## src/rtl/padder_pkg.sv

```systemverilog
`default_nettype none
// ============================================================================
//  Module      : padder_pkg
//  Description : Shared types and constants for the pad10*1 block padder.
//  Revision    : 1.0  initial release
// ============================================================================
package padder_pkg;

    // Padder control states
    typedef enum logic [1:0] {
        ACCEPT = 2'd0,   // taking message words from the source
        PAD    = 2'd1,   // filling the rest of the block with zero words
        FULL   = 2'd2    // block presented, waiting for the permutation ack
    } state_t;

    localparam logic [7:0] KECCAK_DOMAIN = 8'h01;
    localparam logic [7:0] SHA3_DOMAIN   = 8'h06;
    localparam logic [7:0] PAD_END       = 8'h80;

    // Counter width that stays legal (>= 1 bit) for degenerate sizes
    function automatic int clog2_min1(input int n);
        return (n > 1) ? $clog2(n) : 1;
    endfunction

endpackage
`default_nettype wire

```

## src/rtl/padder_word.sv

```systemverilog
`default_nettype none
// ============================================================================
//  Module      : padder_word
//  Description : Builds the final message word: byte_num data bytes (MSB
//                first), then the domain byte, then zero bytes.
//  Revision    : 1.0  initial release
// ============================================================================
module padder_word
    import padder_pkg::*;
#(
    parameter int          IN_W   = 32,
    parameter logic [7:0]  DOMAIN = KECCAK_DOMAIN
)(
    input  logic [IN_W-1:0]                   i_word,
    input  logic [clog2_min1(IN_W/8)-1:0]     i_byte_num,
    output logic [IN_W-1:0]                   o_word
);

    localparam int NB = IN_W / 8;

    // Byte 0 is the most significant byte; keep bytes below byte_num,
    // place the domain byte at byte_num, zero the rest.
    always_comb begin
        o_word = '0;
        for (int j = 0; j < NB; j++) begin
            if (j < int'(i_byte_num)) begin
                o_word[IN_W-1-8*j -: 8] = i_word[IN_W-1-8*j -: 8];
            end else if (j == int'(i_byte_num)) begin
                o_word[IN_W-1-8*j -: 8] = DOMAIN;
            end
        end
    end

endmodule
`default_nettype wire

```

## src/rtl/padder_pipe.sv

```systemverilog
`default_nettype none
// ============================================================================
//  Module      : padder_pipe
//  Description : Collects IN_W-bit message words into RATE-bit blocks,
//                applies pad10*1 with a domain byte and hands complete
//                blocks to the permutation under a valid/ack handshake.
//  Revision    : 1.0  initial release
// ============================================================================
module padder_pipe
    import padder_pkg::*;
#(
    parameter int          IN_W   = 32,
    parameter int          RATE   = 576,
    parameter logic [7:0]  DOMAIN = KECCAK_DOMAIN
)(
    input  logic                              clk,
    input  logic                              reset_n,
    input  logic [IN_W-1:0]                   in,
    input  logic                              in_valid,
    input  logic                              in_last,
    input  logic [clog2_min1(IN_W/8)-1:0]     byte_num,
    output logic                              buffer_full,
    output logic [RATE-1:0]                   out,
    output logic                              out_valid,
    output logic                              out_last,
    input  logic                              f_ack
);

    localparam int               WORDS    = RATE / IN_W;
    localparam int               CNT_W    = clog2_min1(WORDS);
    localparam logic [CNT_W-1:0] LAST_IDX = CNT_W'(WORDS - 1);

    state_t             r_state;
    state_t             w_state_nxt;
    logic [CNT_W-1:0]   r_cnt;
    logic [RATE-1:0]    r_block;
    logic               r_out_valid;
    logic               r_out_last;

    logic [IN_W-1:0]    w_last_word;
    logic [IN_W-1:0]    w_wr_data;
    logic [RATE-1:0]    w_block_nxt;
    logic               w_wr;
    logic               w_slot_last;
    logic               w_blk_done;
    logic               w_msg_done;
    logic               w_ack;

    padder_word #(
        .IN_W   (IN_W),
        .DOMAIN (DOMAIN)
    ) u_word (
        .i_word     (in),
        .i_byte_num (byte_num),
        .o_word     (w_last_word)
    );

    assign w_slot_last = (r_cnt == LAST_IDX);

    // State register
    always_ff @(posedge clk or negedge reset_n) begin
        if (!reset_n) begin
            r_state <= ACCEPT;
        end else begin
            r_state <= w_state_nxt;
        end
    end

    // Next state and per-cycle write/complete decisions
    always_comb begin
        w_state_nxt = r_state;
        w_wr        = 1'b0;
        w_wr_data   = '0;
        w_blk_done  = 1'b0;
        w_msg_done  = 1'b0;
        w_ack       = 1'b0;
        case (r_state)
            ACCEPT: begin
                if (in_valid) begin
                    w_wr = 1'b1;
                    if (in_last) begin
                        w_wr_data = w_last_word;
                        if (w_slot_last) begin
                            w_blk_done  = 1'b1;
                            w_msg_done  = 1'b1;
                            w_state_nxt = FULL;
                        end else begin
                            w_state_nxt = PAD;
                        end
                    end else begin
                        w_wr_data = in;
                        if (w_slot_last) begin
                            w_blk_done  = 1'b1;
                            w_state_nxt = FULL;
                        end
                    end
                end
            end
            PAD: begin
                w_wr = 1'b1;
                if (w_slot_last) begin
                    w_blk_done  = 1'b1;
                    w_msg_done  = 1'b1;
                    w_state_nxt = FULL;
                end
            end
            FULL: begin
                if (f_ack) begin
                    w_ack       = 1'b1;
                    w_state_nxt = ACCEPT;
                end
            end
            default: begin
                w_state_nxt = ACCEPT;
            end
        endcase
        // The closing 1 of pad10*1 always lands in the block's last byte,
        // which may be the same byte as the domain byte.
        if (w_msg_done) begin
            w_wr_data = w_wr_data | IN_W'(PAD_END);
        end
    end

    // Merge the word being written into slot r_cnt (slot 0 in the MSBs)
    always_comb begin
        w_block_nxt = r_block;
        for (int k = 0; k < WORDS; k++) begin
            if (r_cnt == CNT_W'(k)) begin
                w_block_nxt[RATE-1-k*IN_W -: IN_W] = w_wr_data;
            end
        end
    end

    // Block storage, slot counter and handshake flags
    always_ff @(posedge clk or negedge reset_n) begin
        if (!reset_n) begin
            r_block     <= '0;
            r_cnt       <= '0;
            r_out_valid <= 1'b0;
            r_out_last  <= 1'b0;
        end else begin
            if (w_wr) begin
                r_block <= w_block_nxt;
                r_cnt   <= w_slot_last ? '0 : r_cnt + CNT_W'(1);
            end
            if (w_blk_done) begin
                r_out_valid <= 1'b1;
            end
            if (w_msg_done) begin
                r_out_last <= 1'b1;
            end
            if (w_ack) begin
                r_out_valid <= 1'b0;
                r_out_last  <= 1'b0;
                r_cnt       <= '0;
            end
        end
    end

    assign out         = r_block;
    assign out_valid   = r_out_valid;
    assign out_last    = r_out_last;
    assign buffer_full = (r_state != ACCEPT);

endmodule
`default_nettype wire

```

## config.mk

```make
export PLATFORM = sky130hd
export DESIGN_NAME = padder_pipe
export DESIGN_NICKNAME = d
export VERILOG_FILES = /design/src/rtl/padder_pkg.sv /design/src/rtl/padder_word.sv /design/src/rtl/padder_pipe.sv
export SDC_FILE = /design/constraint.sdc
export NUM_CORES = 1
export LEC_CHECK = 0
export CORE_AREA = 10 10 229 231
export DETAILED_ROUTE_END_ITERATION = 8
export DIE_AREA = 0 0 239 241
export PLACE_DENSITY = 0.8
export SLEW_MARGIN = 20
export SYNTH_ARGS = -nofsm -noshare
export SYNTH_HDL_FRONTEND = slang
export SYNTH_SLANG_ARGS = --single-unit
```

## constraint.sdc

```tcl
create_clock -name clk -period 2.3 [get_ports clk]
set_input_delay 0.46 -clock clk [delete_from_list [all_inputs] [get_ports clk]]
set_output_delay 0.46 -clock clk [all_outputs]
set_load 0.02 [all_outputs]
```

==> flow_metrics.env <==
export IMPL_cellPowerDensity_nw_per_um2=1450
export IMPL_dieArea_um2=57600
export IMPL_synthArstFlopShare_pct=100
export IMPL_h_tree_depth=2
export IMPL_yosys_warnings=0
export IMPL_cts_buffers_inserted=59
export IMPL_crit_path_top_delay_cell="dfrtp_2"
export IMPL_grt_pass1_wl_um=113000
export IMPL_met1_length_um=29400
export IMPL_vias=15000
export IMPL_fin_crit_sh_pct=96.8
export IMPL_min_period_ns=2.23
export IMPL_synth_largest_area_cell="dfrtp_1"
export IMPL_cp_start_kind="flip-flop"
export IMPL_wl_met3_um=6170
export IMPL_nFillCells=3114
export IMPL_die_x_um=239
export IMPL_fin_nets=2122
export IMPL_final_common_cell="clkdlybuf4s50_1"
export IMPL_maxSlewViolCount=0
export IMPL_synth_flop_cell="dfrtp_1"
export IMPL_grt_use_total_pct=26.4
export IMPL_synth_top_area_share_pct=63.2
export IMPL_tightest_slew_ns=0.757
export IMPL_root_buffer="clkbuf_16"
export IMPL_fmax_mhz=449
export IMPL_fin_worst_skew_ns=0.0219
export IMPL_area_growth_pct=42.8
export IMPL_critical_path_arrival_ns=1.77
export IMPL_yosysSeqAreaShare_pct=63.2
export IMPL_drive_gt1_share_pct=35.5
export IMPL_worst_ep_required_time_ns=1.84
export IMPL_drt_iter0_markers=700
export IMPL_status="complete, no violations"
export IMPL_port_buffers=617
export IMPL_netlist_instances=1391
export IMPL_first_pass_iters=4
export IMPL_drc=0
export IMPL_crit_type="reg2out"
export IMPL_syn_avg_cell_area_um2=16.7
export IMPL_power_leakage_nw=15.8
export IMPL_ys_seq_elements=585
export IMPL_rsz0062_at_grt="no"
export IMPL_setup_viol=0
export IMPL_crit_fanout=9
export IMPL_grt_max_degree=83
export IMPL_cts_clk_slew_worst_paths_ns=0.06
export IMPL_synth_area_leaders="dfrtp_1 (63%), mux2_2 (23%), mux2_1 (3.9%)"
export IMPL_fp_row_count=80
export IMPL_clock_sinks=585
export IMPL_final_cell_mix="clkdlybuf4s50_1 (615), dfrtp_1 (584), mux2_2 (473)"
export IMPL_gp_congestion=0.841
export IMPL_synth_fp_nets=1435
export IMPL_vias_per_cell=5.44
export IMPL_antenna_found_initial=4
export IMPL_hold_path_class="in2async"
export IMPL_finalPower_w=0.0480
export IMPL_synth_edf_count=0
export IMPL_end_kind="output port"
export IMPL_dr_wl_met2_um=39700
export IMPL_routed_wl_um=78000
export IMPL_cts_tree="built"
export IMPL_max_stage_delay_ns=0.51
export IMPL_relSlewSlack_pct=49.3
export IMPL_grt_pass1_vias=16100
export IMPL_hold_violations=0
export IMPL_worstPathCellList="or2_2 > clkdlybuf4s15_2"
export IMPL_dp_slack_ns=-0.104
export IMPL_pin_count=618
export IMPL_top_layer="met4"
export IMPL_synth_area_um2=23200
export IMPL_ys_types=54
export IMPL_drtAntennaViolNets=0
export IMPL_dpl_hpwl_um=57000
export IMPL_die_height_um=241
export IMPL_insertion_delay_ns=0.61
export IMPL_setup_ws_ns=0.0739
export IMPL_wl_per_cell_um=28.4
export IMPL_max_cap_violations=0
export IMPL_gr_total_overflow=0
export IMPL_core_um2=47500
export IMPL_clockBufferDepth=3
export IMPL_ir_drop_mv=1.01
export IMPL_initial_core_util_pct=48.7
-- cells by family (layout without fill, tap and decap cells) --
logic type,after synthesis,count (layout),synth area share [%]
other cells,0,7,0
flops,585,585,63.2
compound gates,22,22,0.848
simple gates,79,79,3.63
mux,575,575,28.3
fa+ha+maj,5,5,0.270
buf+inv,125,859,3.82
-- layout make-up --
type | instances | area [um^2] | area share (%)
inverter | 8 | 30.0 | 0.0908
clock inverter | 26 | 373 | 1.13
clock buffer | 82 | 1670 | 5.06
multi-input combinational | 681 | 7660 | 23.2
antenna | 7 | 17.5 | 0.0529
tap | 615 | 769 | 2.33
sequential | 585 | 14600 | 44.2
timing repair buffer | 743 | 7920 | 23.9
-- power by group --
part / internal, W / switching, W
logic: 0.0104 / 0.0109
registers: 0.0141 / 0.00238
clock network: 0.00607 / 0.00405
total: 0.0306 / 0.0174
-- stage by stage --
step	std cells	utilization [%]	TNS [ns]	area, um^2	hold WS, ns
2_1_floorplan	1391	-	0	23200	0.164
3_5_place_dp	2631	65.2	-21.55	31000	0.405
3_3_place_gp	2631	65.2	-9.14	31000	0.425
5_1_grt	2744	69.6	0	33100	0.386
4_1_cts	2740	69.6	0	33100	0.363
6_report	2747	69.6	0	33100	0.373
-- worst max-delay path: cells and delay by family, from the launching register on --
kind	cells	cell delay [ns]
flip-flops	1	0.51
AND/OR/NAND/NOR	1	0.34
buffers and inverters	1	0.30
-- final timing paths --
| path | cells after the start | start | slack, ns | endpoint |
|---|---|---|---|---|
| max | 2 | r_state[1] | 0.07 | buffer_full |
| min reg2reg | 1 | out[536] | 0.49 | out[536] |
| max in group asynchronous | 3 | reset_n | 0.94 | out[404] |
| min | 2 | reset_n | 0.37 | out[409] |
| max reg2reg | 6 | r_cnt[1] | 0.22 | out[327] |
| min in group clk | 1 | out[536] | 0.49 | out[536] |
-- Yosys cell counts, types with 2 or more instances --
cell type	n
buf_2	58
nor3b_4	7
clkbuf_1	3
inv_1	8
ha_1	5
dfrtp_1	585
nand3_1	5
nor2_1	4
and2_0	6
nand4_4	13
a21oi_1	6
nor4_4	2
a32o_1	3
nor2_2	2
mux2_1	81
and2b_1	2
or3b_1	2
buf_6	36
mux2_4	20
nand2_1	5
and3_1	15
buf_4	19
mux2_2	473
-- sequential cells by signal, indices dropped and copies added, names as in the netlist --
| signal | cells |
|---|---|
| r_cnt | 5 |
| out_valid | 1 |
| out | 576 |
| out_last | 1 |
| r_state | 2 |
-- layer usage --
| layer | up-vias | GRT usage, % |
|---|---|---|
| met1 | 7982 | 30.5 |
| met4 | 0 | 9.99 |
| met5 | - | 0 |
| li1 | 6297 | - |
| met2 | 538 | 45.5 |
| met3 | 140 | 8.11 |
-- timing repair --
item                       CTS  global route
hold endpoints to repair    43             0
gates resized for setup      4             0
buffers inserted             0             0
setup endpoints to repair    1             0
hold buffers                 1             0
(Power assumes the default switching activity.)
